===== src/rtl/demo_diagnostic_button_pio.sv =====
// Avalon-MM input PIO for push-buttons/switches: synchronizer, per-bit debouncer,
// edge capture with write-1-to-clear, and a maskable level interrupt.
module demo_diagnostic_button_pio #(
    parameter int WIDTH           = 8,
    parameter int SYNC_STAGES     = 2,
    parameter int DEBOUNCE_CYCLES = 50000,
    parameter int EDGE_TYPE       = 0
) (
    input  logic             clk,
    input  logic             reset_n,
    input  logic [2:0]       address,
    input  logic             chipselect,
    input  logic             write_n,
    input  logic [31:0]      writedata,
    input  logic [WIDTH-1:0] in_port,
    output logic [31:0]      readdata,
    output logic             irq
);

    // A one-cycle debounce still needs a 1-bit counter that never leaves zero.
    localparam int CNT_W = (DEBOUNCE_CYCLES > 1) ? $clog2(DEBOUNCE_CYCLES) : 1;
    localparam logic [CNT_W-1:0] CNT_LAST = CNT_W'(DEBOUNCE_CYCLES - 1);

    localparam logic [2:0] ADDR_DATA    = 3'd0;
    localparam logic [2:0] ADDR_IRQMASK = 3'd2;
    localparam logic [2:0] ADDR_EDGECAP = 3'd3;

    logic [WIDTH-1:0] sync_q [SYNC_STAGES];
    logic [WIDTH-1:0] s;
    logic [CNT_W-1:0] cnt [WIDTH];
    logic [WIDTH-1:0] d;
    logic [WIDTH-1:0] d_prev;
    logic [WIDTH-1:0] ev;
    logic [WIDTH-1:0] edge_capture;
    logic [WIDTH-1:0] irq_mask;
    logic [WIDTH-1:0] clr;
    logic             wr_strobe;
    logic [31:0]      d_ext;
    logic [31:0]      mask_ext;
    logic [31:0]      cap_ext;
    logic [31:0]      rd_next;
    logic             unused_wdata;

    assign unused_wdata = ^writedata;

    always_ff @(posedge clk or negedge reset_n) begin
        if (!reset_n) begin
            for (int k = 0; k < SYNC_STAGES; k++) begin
                sync_q[k] <= '0;
            end
        end else begin
            sync_q[0] <= in_port;
            for (int k = 1; k < SYNC_STAGES; k++) begin
                sync_q[k] <= sync_q[k-1];
            end
        end
    end

    assign s = sync_q[SYNC_STAGES-1];

    // Any sample agreeing with d restarts the count, so only an unbroken run
    // of DEBOUNCE_CYCLES disagreeing samples moves d.
    always_ff @(posedge clk or negedge reset_n) begin
        if (!reset_n) begin
            d <= '0;
            for (int i = 0; i < WIDTH; i++) begin
                cnt[i] <= '0;
            end
        end else begin
            for (int i = 0; i < WIDTH; i++) begin
                if (s[i] == d[i]) begin
                    cnt[i] <= '0;
                end else if (cnt[i] == CNT_LAST) begin
                    d[i]   <= s[i];
                    cnt[i] <= '0;
                end else begin
                    cnt[i] <= cnt[i] + CNT_W'(1);
                end
            end
        end
    end

    always_ff @(posedge clk or negedge reset_n) begin
        if (!reset_n) begin
            d_prev <= '0;
        end else begin
            d_prev <= d;
        end
    end

    always_comb begin
        ev = d ^ d_prev;
        case (EDGE_TYPE)
            0:       ev = d & ~d_prev;
            1:       ev = ~d & d_prev;
            default: ev = d ^ d_prev;
        endcase
    end

    assign wr_strobe = chipselect & ~write_n;
    assign clr = (wr_strobe && address == ADDR_EDGECAP) ? writedata[WIDTH-1:0] : '0;

    // A new edge in the same cycle as a clear leaves the bit set.
    always_ff @(posedge clk or negedge reset_n) begin
        if (!reset_n) begin
            edge_capture <= '0;
        end else begin
            edge_capture <= ev | (edge_capture & ~clr);
        end
    end

    always_ff @(posedge clk or negedge reset_n) begin
        if (!reset_n) begin
            irq_mask <= '0;
        end else if (wr_strobe && address == ADDR_IRQMASK) begin
            irq_mask <= writedata[WIDTH-1:0];
        end
    end

    always_ff @(posedge clk or negedge reset_n) begin
        if (!reset_n) begin
            irq <= 1'b0;
        end else begin
            irq <= |(edge_capture & irq_mask);
        end
    end

    always_comb begin
        d_ext                = '0;
        mask_ext             = '0;
        cap_ext              = '0;
        d_ext[WIDTH-1:0]     = d;
        mask_ext[WIDTH-1:0]  = irq_mask;
        cap_ext[WIDTH-1:0]   = edge_capture;
    end

    always_comb begin
        rd_next = '0;
        case (address)
            ADDR_DATA:    rd_next = d_ext;
            ADDR_IRQMASK: rd_next = mask_ext;
            ADDR_EDGECAP: rd_next = cap_ext;
            default:      rd_next = '0;
        endcase
    end

    always_ff @(posedge clk or negedge reset_n) begin
        if (!reset_n) begin
            readdata <= '0;
        end else begin
            readdata <= rd_next;
        end
    end

endmodule


===== config.mk =====
export PLATFORM = sky130hd
export DESIGN_NAME = demo_diagnostic_button_pio
export DESIGN_NICKNAME = d
export VERILOG_FILES = /design/src/rtl/demo_diagnostic_button_pio.sv
export SDC_FILE = /design/constraint.sdc
export NUM_CORES = 1
export LEC_CHECK = 0
export BUFFER_PORTS_ARGS = -buffer_cell sky130_fd_sc_hd__buf_2
export CAP_MARGIN = 20
export CORE_MARGIN = 2
export CORE_UTILIZATION = 45
export CTS_BUF_LIST = sky130_fd_sc_hd__clkbuf_4 sky130_fd_sc_hd__clkbuf_8
export DETAILED_ROUTE_END_ITERATION = 6
export PLACE_DENSITY = 0.63
export SETUP_SLACK_MARGIN = 0.1
export SYNTH_ARGS = -nofsm -noshare
export SYNTH_HDL_FRONTEND = slang
export SYNTH_SLANG_ARGS = --single-unit

===== constraint.sdc =====
create_clock -name clk -period 2.3 [get_ports clk]
set_input_delay 0.46 -clock clk [delete_from_list [all_inputs] [get_ports clk]]
set_output_delay 0.46 -clock clk [all_outputs]
set_load 0.03 [all_outputs]

==> impl_metrics.env <==
export IMPL_r2r_cells=5
export IMPL_post_route_min_period_ns=1.94
export IMPL_die_x_um=142
export IMPL_slew_headroom_pct=64.1
export IMPL_syn_area_per_cell_um2=10.6
export IMPL_fp_dieH_um=142
export IMPL_criticalPathCategory="reg2reg"
export IMPL_netlist_cell_type_count=36
export IMPL_synthArstFlopShare_pct=100
export IMPL_place_ws_ns=0.361
export IMPL_crit_arrival_ns=2.29
export IMPL_drt_iter0_markers=272
export IMPL_grt_max_degree=64
export IMPL_antenna_left=0
export IMPL_drv_slew=0
export IMPL_cp_startpoint="cnt[76]"
export IMPL_worstReg2RegStart="cnt[76]"
export IMPL_clk_pin_slew_ns=0.09
export IMPL_r2r_slack_ns=0.36
export IMPL_syn2layout_area_growth_pct=10.4
export IMPL_power_density_nw_per_um2=641
export IMPL_num_rows=50
export IMPL_routed_via_density=5.11
export IMPL_cts_hold_buf=1
export IMPL_skew_ns=0.00990
export IMPL_grt_pass1_vias=5586
export IMPL_end_kind="flop"
export IMPL_critPathRequiredTime_ns=2.65
export IMPL_h_tree_depth=4
export IMPL_path_max_fanout=9
export IMPL_hold_path_class="in2reg"
export IMPL_tightest_slew_ns=0.535
export IMPL_antenna_found_initial=3
export IMPL_finalSetupTns_ns=0
export IMPL_cpMaxStageDelayCell="o41ai_4"
export IMPL_cp_slowest_stage_delay_ns=0.58
export IMPL_route_detailed_drc=0
export IMPL_hpwl_um=10700
export IMPL_cts_root_buf="clkbuf_8"
export IMPL_ios=80
export IMPL_reg2reg_to="cnt[71]"
export IMPL_crit_family="compound AO/OA/AOI/OAI gates"
export IMPL_yosys_warnings=0
export IMPL_io_buffers=31
export IMPL_vias=5687
export IMPL_synth_ff_type="dfrtp_1"
export IMPL_power_leakage_uw=0.00404
export IMPL_start_util_pct=46.0
export IMPL_numCtsBuffers=17
export IMPL_crit_cells=5
export IMPL_post_route_period_util_pct=84.4
export IMPL_core_area_um2=18700
export IMPL_clock_latency_ns=0.46
export IMPL_setup_viol=0
export IMPL_status="finished, final reports clean"
export IMPL_post_cts_resize_count=0
export IMPL_synth_area_um2=8600
export IMPL_setup_ws_ns=0.359
export IMPL_gr_usage_all_layers_pct=16.6
export IMPL_gp_congestion=0.793
export IMPL_cp_start_kind="flop"
export IMPL_wl_um=15400
export IMPL_nets=922
export IMPL_grt_pass1_wl_um=26800
export IMPL_max_freq_ghz=0.515
export IMPL_synth_edf_count=0
export IMPL_path_cells="nor4b_1 -> nand3b_1 -> o41ai_4 -> buf_4 -> nor2_1"
export IMPL_clock_sinks=185
export IMPL_drtPass1Iterations=4
export IMPL_synth_ff_latch_count=185
export IMPL_cts_setup_buffers=0
export IMPL_seq_area_frac_synth_pct=53.8
export IMPL_wl_per_cell_um=13.8
export IMPL_syn_instance_count=813
export IMPL_cts_buffer_depth=2
export IMPL_cts_tree="yes"
export IMPL_ir_drop_mv=0.414
export IMPL_rsz0062_at_grt="no"
export IMPL_cap_violations=0
export IMPL_grt_overflow_total=0
export IMPL_final_hold_viol_count=0
export IMPL_drive_above_1_share_pct=13.2
export IMPL_crit_buf_inv=1
export IMPL_endpoint="cnt[71]"
export IMPL_die_area_um2=20200
## worst min-delay path by stage
| stage | start | to | slack, ns | cells past startpoint |
|---|---|---|---|---|
| floorplan | reset_n | cnt[0] | 0.16 | 0 |
| global placement | sync_q[8] | s[0] | 0.33 | 0 |
| detailed placement | sync_q[10] | s[2] | 0.34 | 0 |
| CTS | in_port[6] | sync_q[14] | 0.06 | 1 |
| global route | in_port[6] | sync_q[14] | 0.06 | 1 |
| finish | in_port[2] | sync_q[10] | 0.10 | 1 |
## synth_stat cells, types with 3 or more instances
cell type	instances	area share, %
nor2_1	154	6.7
a22o_1	8	0.81
ha_1	8	1.2
dfrtp_1	185	54
nor4_1	38	2.8
nor3_1	25	1.5
nor2_2	10	0.73
xnor2_1	96	9.8
o41ai_4	5	1.6
xor2_1	24	2.4
clkbuf_1	5	0.22
nand3b_1	3	0.26
mux2_2	14	1.8
and3_1	11	0.80
buf_4	28	2.4
nand2_1	35	1.5
inv_1	30	1.3
nor4b_1	6	0.61
buf_2	4	0.23
nor4bb_1	4	0.47
or3_1	4	0.29
mux2i_1	8	0.93
a22oi_1	4	0.35
a21oi_1	8	0.47
nand3_1	47	2.7
nand4_1	35	2.5
## sequential cells by signal, indices dropped and copies added (netlist names)
register      flops
cnt             128
d                 8
d_prev            8
edge_capture      8
irq               1
irq_mask          8
readdata          8
s                 8
sync_q            8
## layout by cell type (no fill, tap or decap), types with 8 or more instances in the layout
cell type / instances
conb_1: 24
dfrtp_1: 185
inv_1: 30
xor2_1: 24
nor3_1: 25
buf_4: 15
mux2i_1: 8
a22o_1: 8
xnor2_1: 96
ha_1: 8
clkbuf_8: 21
and3_1: 11
nor2_2: 10
nand3_1: 47
nor2_1: 154
buf_2: 30
a21oi_1: 8
mux2_2: 14
nand2_1: 35
nand4_1: 35
nor4_1: 38
## area by class of cell
cell class,instances,area (um^2)
Fill cell,1703,9210
Sequential cell,185,4630
Multi-Input combinational cell,583,3680
Timing Repair Buffer,50,347
Clock buffer,25,313
Tap cell,234,293
Clock inverter,6,114
Inverter,30,113
Antenna cell,1,2.50
## routing by layer
metal	GRT usage (%)	vias to the layer above	part of all wire, %
li1	-	2840	-
met3	4.37	18	3.8
met5	0	-	0.18
met4	5.53	4	1.4
met2	25.5	71	44
met1	22.9	2754	50
## per-stage QoR
step | cell area (um^2) | util [%] | power [uW] | hold slack, ns | instances
floorplan | 8680 | - | 3710 | 0.164 | 836
global route | 9490 | 50.7 | 6370 | 0.0632 | 1113
global placement | 9050 | 48.4 | 3840 | 0.332 | 1081
CTS | 9490 | 50.7 | 6190 | 0.0603 | 1113
detailed placement | 9050 | 48.4 | 3850 | 0.336 | 1081
finish | 9490 | 50.7 | 6090 | 0.101 | 1114
## power breakdown
group / switching [uW] / total (uW) / internal, uW
clock: 1090 / 2310 / 1220
combinational: 239 / 367 / 128
sequential: 72.0 / 3410 / 3340
total: 1400 / 6090 / 4680
## kinds of logic (layout without fill, tap and decap cells)
| family | after synthesis | in the layout | share of synthesized area [%] |
|---|---|---|---|
| adders and majority gates | 8 | 8 | 1.16 |
| buffers and inverters | 68 | 111 | 4.34 |
| and+or+nand+nor | 381 | 381 | 21.9 |
| muxes | 24 | 24 | 3.11 |
| other | 1 | 25 | 0.0436 |
| xor gates and xnor gates | 120 | 120 | 12.2 |
| DFF | 185 | 185 | 53.8 |
| AOI/OAI and AO/OA | 26 | 26 | 3.42 |
No activity file was read; power rests on OpenSTA's default activity.
